`src/rtl/dmio_pkg.sv`:
```
// Shared definitions for the DMIO arbiter: FSM state encoding, requester IDs
// and the IO-select address bit that the downstream decoder uses.
package dmio_pkg;

  typedef enum logic [1:0] {
    IDLE   = 2'd0,
    ACCESS = 2'd1,
    DONE   = 2'd2
  } state_e;

  localparam logic REQ_C = 1'b0;
  localparam logic REQ_L = 1'b1;

  localparam int IO_BIT = 12;

endpackage

```
`src/rtl/dmio_rr_pick.sv`:
```
// Combinational winner select for the two DMIO requesters: round-robin on a
// tie, with the loader owning the port outright while the lock is held.
module dmio_rr_pick
  import dmio_pkg::*;
(
  input  logic c_req_i,
  input  logic l_req_i,
  input  logic last_grant_i,
  input  logic locked_i,
  output logic grant_o,
  output logic winner_o
);

  always_comb begin
    grant_o  = 1'b0;
    winner_o = REQ_C;
    // A held lock parks C even when L is momentarily idle.
    if (locked_i) begin
      grant_o  = l_req_i;
      winner_o = REQ_L;
    end else if (c_req_i && l_req_i) begin
      grant_o  = 1'b1;
      winner_o = ~last_grant_i;
    end else if (c_req_i) begin
      grant_o  = 1'b1;
      winner_o = REQ_C;
    end else if (l_req_i) begin
      grant_o  = 1'b1;
      winner_o = REQ_L;
    end
  end

endmodule

```
`src/rtl/dmio_arbiter.sv`:
```
// Two-requester arbiter/sequencer in front of the single-port DMIO block.
// Each granted transaction runs IDLE -> ACCESS -> DONE and is acked in DONE.
module dmio_arbiter
  import dmio_pkg::*;
#(
  parameter int DW       = 64,
  parameter int AW       = 64,
  parameter int LOCK_MAX = 16
) (
  input  logic          clk,
  input  logic          rst,
  input  logic          c_req,
  input  logic          c_we,
  input  logic [AW-1:0] c_addr,
  input  logic [DW-1:0] c_wdata,
  output logic          c_ack,
  input  logic          l_req,
  input  logic          l_we,
  input  logic [AW-1:0] l_addr,
  input  logic [DW-1:0] l_wdata,
  input  logic          l_lock,
  output logic          l_ack,
  output logic [DW-1:0] rd_data,
  output logic [AW-1:0] mem_address,
  output logic [DW-1:0] mem_data_write,
  output logic          mem_enable_write,
  input  logic [DW-1:0] mem_data_read,
  output logic          busy
);

  localparam int CW = $clog2(LOCK_MAX + 1);

  state_e          state_q, state_d;
  logic            winner_q, winner_d;
  logic            last_q, last_d;
  logic            locked_q, locked_d;
  logic [CW-1:0]   cnt_q, cnt_d;
  logic            we_q, we_d;
  logic [AW-1:0]   addr_q, addr_d;
  logic [DW-1:0]   wdata_q, wdata_d;
  logic [DW-1:0]   rdata_q, rdata_d;

  logic            force_rel;
  logic            pick_grant;
  logic            pick_winner;

  // Once L has starved a waiting C for LOCK_MAX transactions the lock is dropped.
  assign force_rel = locked_q && (cnt_q >= CW'(LOCK_MAX)) && c_req;

  dmio_rr_pick u_pick (
    .c_req_i      (c_req),
    .l_req_i      (l_req),
    .last_grant_i (last_q),
    .locked_i     (locked_q && !force_rel),
    .grant_o      (pick_grant),
    .winner_o     (pick_winner)
  );

  always_ff @(posedge clk or posedge rst) begin
    if (rst) begin
      state_q  <= IDLE;
      winner_q <= REQ_C;
      last_q   <= REQ_L;
      locked_q <= 1'b0;
      cnt_q    <= '0;
      we_q     <= 1'b0;
      addr_q   <= '0;
      wdata_q  <= '0;
      rdata_q  <= '0;
    end else begin
      state_q  <= state_d;
      winner_q <= winner_d;
      last_q   <= last_d;
      locked_q <= locked_d;
      cnt_q    <= cnt_d;
      we_q     <= we_d;
      addr_q   <= addr_d;
      wdata_q  <= wdata_d;
      rdata_q  <= rdata_d;
    end
  end

  always_comb begin
    state_d  = state_q;
    winner_d = winner_q;
    last_d   = last_q;
    locked_d = locked_q;
    cnt_d    = cnt_q;
    we_d     = we_q;
    addr_d   = addr_q;
    wdata_d  = wdata_q;
    rdata_d  = rdata_q;
    case (state_q)
      IDLE: begin
        if (force_rel) begin
          locked_d = 1'b0;
          cnt_d    = '0;
        end
        if (pick_grant) begin
          winner_d = pick_winner;
          last_d   = pick_winner;
          addr_d   = (pick_winner == REQ_L) ? l_addr  : c_addr;
          wdata_d  = (pick_winner == REQ_L) ? l_wdata : c_wdata;
          we_d     = (pick_winner == REQ_L) ? l_we    : c_we;
          state_d  = ACCESS;
        end
      end
      ACCESS: begin
        rdata_d = mem_data_read;
        // Only contended locked transactions count towards the release limit.
        if (winner_q == REQ_L) begin
          locked_d = l_lock;
          if (!l_lock) begin
            cnt_d = '0;
          end else if (c_req && (cnt_q < CW'(LOCK_MAX))) begin
            cnt_d = cnt_q + 1'b1;
          end
        end
        state_d = DONE;
      end
      DONE: begin
        state_d = IDLE;
      end
      default: begin
        state_d = IDLE;
      end
    endcase
  end

  assign mem_address      = addr_q;
  assign mem_data_write   = wdata_q;
  assign mem_enable_write = (state_q == ACCESS) && we_q;
  assign c_ack            = (state_q == DONE) && (winner_q == REQ_C);
  assign l_ack            = (state_q == DONE) && (winner_q == REQ_L);
  assign rd_data          = rdata_q;
  assign busy             = (state_q != IDLE);

endmodule

```
`config.mk`:
```
export PLATFORM = sky130hd
export DESIGN_NAME = dmio_arbiter
export DESIGN_NICKNAME = d
export VERILOG_FILES = /design/src/rtl/dmio_pkg.sv /design/src/rtl/dmio_rr_pick.sv /design/src/rtl/dmio_arbiter.sv
export SDC_FILE = /design/constraint.sdc
export NUM_CORES = 1
export LEC_CHECK = 0
export ABC_AREA = 1
export BUFFER_PORTS_ARGS = -buffer_cell sky130_fd_sc_hd__buf_4
export CAP_MARGIN = 40
export CORE_AREA = 10 10 196 198
export DETAILED_ROUTE_END_ITERATION = 12
export DIE_AREA = 0 0 206 208
export HOLD_SLACK_MARGIN = 0.12
export MAX_ROUTING_LAYER = met4
export PLACE_DENSITY_LB_ADDON = 0.2
export SYNTH_ARGS = -nofsm -noshare
export SYNTH_HDL_FRONTEND = slang
export SYNTH_SLANG_ARGS = --single-unit
```
`constraint.sdc`:
```
create_clock -name clk -period 15.2 [get_ports clk]
set_input_delay 1.52 -clock clk [delete_from_list [all_inputs] [get_ports clk]]
set_output_delay 1.52 -clock clk [all_outputs]
set_load 0.03 [all_outputs]
```
==> results <==
- The via count is 10183.
- The count of standard-cell rows is 68.
- The flow ran to the end, and the final reports show no timing, DRC or antenna violations.
- The proportion of synthesized chip area in sequential cells is 52.7%.
- In the final routed layout, each cell accounts on average for 18.0 um.
- The half-perimeter wire length after detailed placement is 31200 um.
- The post-synthesis cell type with the largest combined area is sky130_fd_sc_hd__dfrtp_1.
- The global-route wire length before repair is roughly 62000 um.
- The largest net degree at the start of global routing is 110.
- Averaged over all synthesized cells, the footprint is 7.26 um2.
- Buffers added to address setup during post-CTS repair amount to 0.
- In the final design database the tool counted 2137 nets.
- The number of top-level design ports is between 500 and 600.
- The fraction of the cycle the final worst path needs is 21.5%.
- The leftover overflow at the end of global routing is 0.
- The die is 208 um tall.
- The CTS root buffer is sky130_fd_sc_hd__clkbuf_16.
- The via count of the first global-routing pass is 10299.
- The summed negative setup slack over all endpoints is 0 ns.
- The detailed router used layers up to and including met4.
- Max-cap violations in this run came to 0.
- The transition at the pin with the smallest max-transition slack is 0.827 ns.
- The number of detailed-routing iterations run before antenna repair is 5.
- Setup repair after global routing left no endpoint under its margin.
- IR analysis of the VDD net gives a maximum drop of between 0.0001 and 0.00015 V.
- The reported leakage power is 8.53 nW.
- For this run, the number of Yosys warnings is 0.
- Data on the critical path arrives at its endpoint at 3.72 ns.
- The register bit count reported by yosys is 203.
- The total of cells resized after clock tree synthesis is 0.
- The routed design has roughly 41000 um of wire.
- The tightest min-delay check is of the flip-flop to flip-flop type.
- For this block, wires on met1 add up to 16800 um.
- Final hold analysis gives a worst-case slack of 0.476 ns.
- After synthesis, the cell types taking the most area are sky130_fd_sc_hd__dfrtp_1 52%, sky130_fd_sc_hd__nand2_1 34%, sky130_fd_sc_hd__nand3_1 7.1%.
- The max-slew violation total from the final report came to 0.
- Cells fill 42.9% of the core in the end.
- The worst setup path is captured at a flip-flop.
- The later pin in the worst-skew pair is clocked with a latency of 0.53 ns.
- The area of the die is between 0.04 and 0.05 mm2.
- OpenSTA, run right after detailed placement, puts the worst setup slack at about 11 ns.
- The critical-path maximum fanout is 46.
- The final critical-path required period is 3.27 ns.
- Using the TritonRoute via totals, the vias-per-cell ratio works out to 4.46.
- In this run the biggest area consumer among cell types represents 52.4% of the synthesized area.
- The final setup violation count is 0.
- The area growth from synthesis to final layout is 52.9%.
- The total number of clock tree sinks is 203.
- The starting utilization of the core area is 28.1%.
- The amount of wire on met2 after detailed routing is 20000 um.
- The clock transition time at the flip-flop clock pins of the worst setup and hold paths is roughly 0.06 ns.
- Port buffering added 522 buffers.
- The post-route netlist has 32.4% of its cells at a drive strength greater than 1.
- In this run the number of H-tree levels came out at 1.
- The total routing resource utilization after global routing is a little under a fifth.
- The initial antenna violation count is 1.
- The quantity of hold-fixing buffers added after cts is 0.
- The clock arrives with 0.0162 ns of skew.
- The worst setup path is of the primary input to flip-flop kind.
- The worst-case headroom to the max-slew limit is between 40% and 50%.
- The mapped netlist covers 0.00964 mm2.
- The TritonCTS clock tree is yes.
- The synthesized netlist cell count is around 1300.
- The final cell count without fillers is 2283.
- The filler cells instantiated in the layout total between 3000 and 4000.
- The sum of met3 wire segment lengths after detailed routing is 3440 um.
- The clock passes through at most 3 buffers.
- The final hold violation count came to 0.
- The standard cell core area is 0.0344 mm2.
- For this block, the initial DRC count from the detailed router was ~550.
- Counting tap cells, the placed design contains a total of approximately 2200 instances.
- The floorplan step set the die width to roughly 200 um.
- The maximum clock frequency is 0.306 GHz.
- In the routed design, unresolved DRC markers number 0.
- The number of antenna-violating nets in the routed design is 0.
- The congestion estimate from routability-driven global placement came to roughly 0.87.
- Counting every net in the synthesized netlist gives around 1700.
- The distinct cell type count after synthesis is 21.
- The total power per unit cell area is 227 mW/mm2.
- Clock tree synthesis inserted a total of 24 buffers.
- The worst path meets setup with 11.93 ns of slack.
- Data on the critical path is required at its endpoint by around 16 ns.
- The nature of the critical path startpoint is a primary input.
## sequential cells by signal, summed over array words and instances (netlist names)
| register | flops |
|---|---|
| mem_address | 64 |
| we_q | 1 |
| rd_data | 64 |
| cnt_q | 5 |
| last_q | 1 |
| winner_q | 1 |
| state_q | 2 |
| mem_data_write | 64 |
| locked_q | 1 |
## layout make-up
cell class              instances  area (um2)  share of cell area, %
repair buffers                538        4160                   28.2
flip-flops and latches        203        5080                   34.5
inverters                      12        52.6                  0.356
clock inverters                14         119                  0.806
well taps                     455         569                   3.86
multi-input cells            1030        4120                   28.0
clock buffers                  30         643                   4.36
diodes                          1        2.50                 0.0170
## Yosys cell counts, drive strengths merged
cell type / number
a21oi: 2
buf: 71
clkbuf: 13
dfrtp: 202
dfstp: 1
ha: 1
inv: 12
nand2: 871
nand3: 137
nand4: 2
nor2: 12
nor3: 2
o21ai: 1
o21bai: 1
xor2: 1
## stage by stage
stage / area [um2] / power [mW]
final: 14700 / 3.35
after detailed placement: 14000 / 2.83
after floorplan: 9640 / 2.07
after CTS: 14700 / 3.40
after global placement: 13800 / 2.78
after global routing: 14700 / 3.59
## worst paths after layout
kind | start | to | slack (ns) | cells past startpoint
worst max-delay path | c_req | mem_data_write[58] | 11.93 | 10
worst min-delay path | rd_data[31] | rd_data[31] | 0.48 | 2
worst max register to register | cnt_q[4] | mem_data_write[58] | 12.61 | 9
worst min register to register | rd_data[31] | rd_data[31] | 0.48 | 2
max in group asynchronous | rst | mem_data_write[39] | 12.73 | 5
min in group asynchronous | rst | rd_data[51] | 0.92 | 2
## worst max-delay path: stages
cell	delay, ns
sky130_fd_sc_hd__buf_4	0.13
sky130_fd_sc_hd__nand2_1	0.10
sky130_fd_sc_hd__nand2_4	0.29
sky130_fd_sc_hd__nand2_4	0.50
sky130_fd_sc_hd__buf_4	0.51
sky130_fd_sc_hd__buf_12	0.28
sky130_fd_sc_hd__nand2_1	0.08
sky130_fd_sc_hd__nand2_1	0.12
sky130_fd_sc_hd__nand2_1	0.07
sky130_fd_sc_hd__nand2_1	0.06
## where the power goes
part	switching, mW	leakage, nW	internal [mW]
combinational	1.23	5.63	0.608
sequential	0.152	2.52	0.801
clock	0.237	0.376	0.319
total	1.62	8.53	1.73
## logic make-up after synthesis
kind of cell               Yosys count  synth area share [%]
DFF                                203                  52.7
adders and majority gates            1                 0.130
and+or+nand+nor                   1024                  41.8
AOI/OAI and AO/OA                    4                 0.311
buffers and inverters               96                  5.02
xor gates and xnor gates             1                0.0908
## per-layer routing
| metal | vias to the layer above | track usage (%) |
|---|---|---|
| met5 | - | - |
| met4 | 0 | 4.82 |
| met3 | 50 | 4.37 |
| met2 | 407 | 30.8 |
| met1 | 4681 | 22.0 |
| li1 | 5045 | - |
## layout by cell type (no fill, tap or decap), types with 2 or more instances in the layout
| cell type | instances |
|---|---|
| sky130_fd_sc_hd__nor2_4 | 2 |
| sky130_fd_sc_hd__dfrtp_1 | 202 |
| sky130_fd_sc_hd__clkinvlp_4 | 2 |
| sky130_fd_sc_hd__clkbuf_1 | 4 |
| sky130_fd_sc_hd__nor2_1 | 10 |
| sky130_fd_sc_hd__nand3_1 | 137 |
| sky130_fd_sc_hd__nand2_2 | 2 |
| sky130_fd_sc_hd__clkbuf_8 | 2 |
| sky130_fd_sc_hd__nand2_4 | 3 |
| sky130_fd_sc_hd__buf_4 | 531 |
| sky130_fd_sc_hd__nor3_1 | 2 |
| sky130_fd_sc_hd__inv_1 | 8 |
| sky130_fd_sc_hd__buf_16 | 4 |
| sky130_fd_sc_hd__inv_2 | 3 |
| sky130_fd_sc_hd__nand2_1 | 866 |
| sky130_fd_sc_hd__clkinv_4 | 2 |
| sky130_fd_sc_hd__clkbuf_16 | 24 |
| sky130_fd_sc_hd__clkinv_2 | 8 |
| sky130_fd_sc_hd__buf_12 | 3 |
| sky130_fd_sc_hd__nand4_1 | 2 |
No activity file was read; power rests on OpenSTA's default activity.
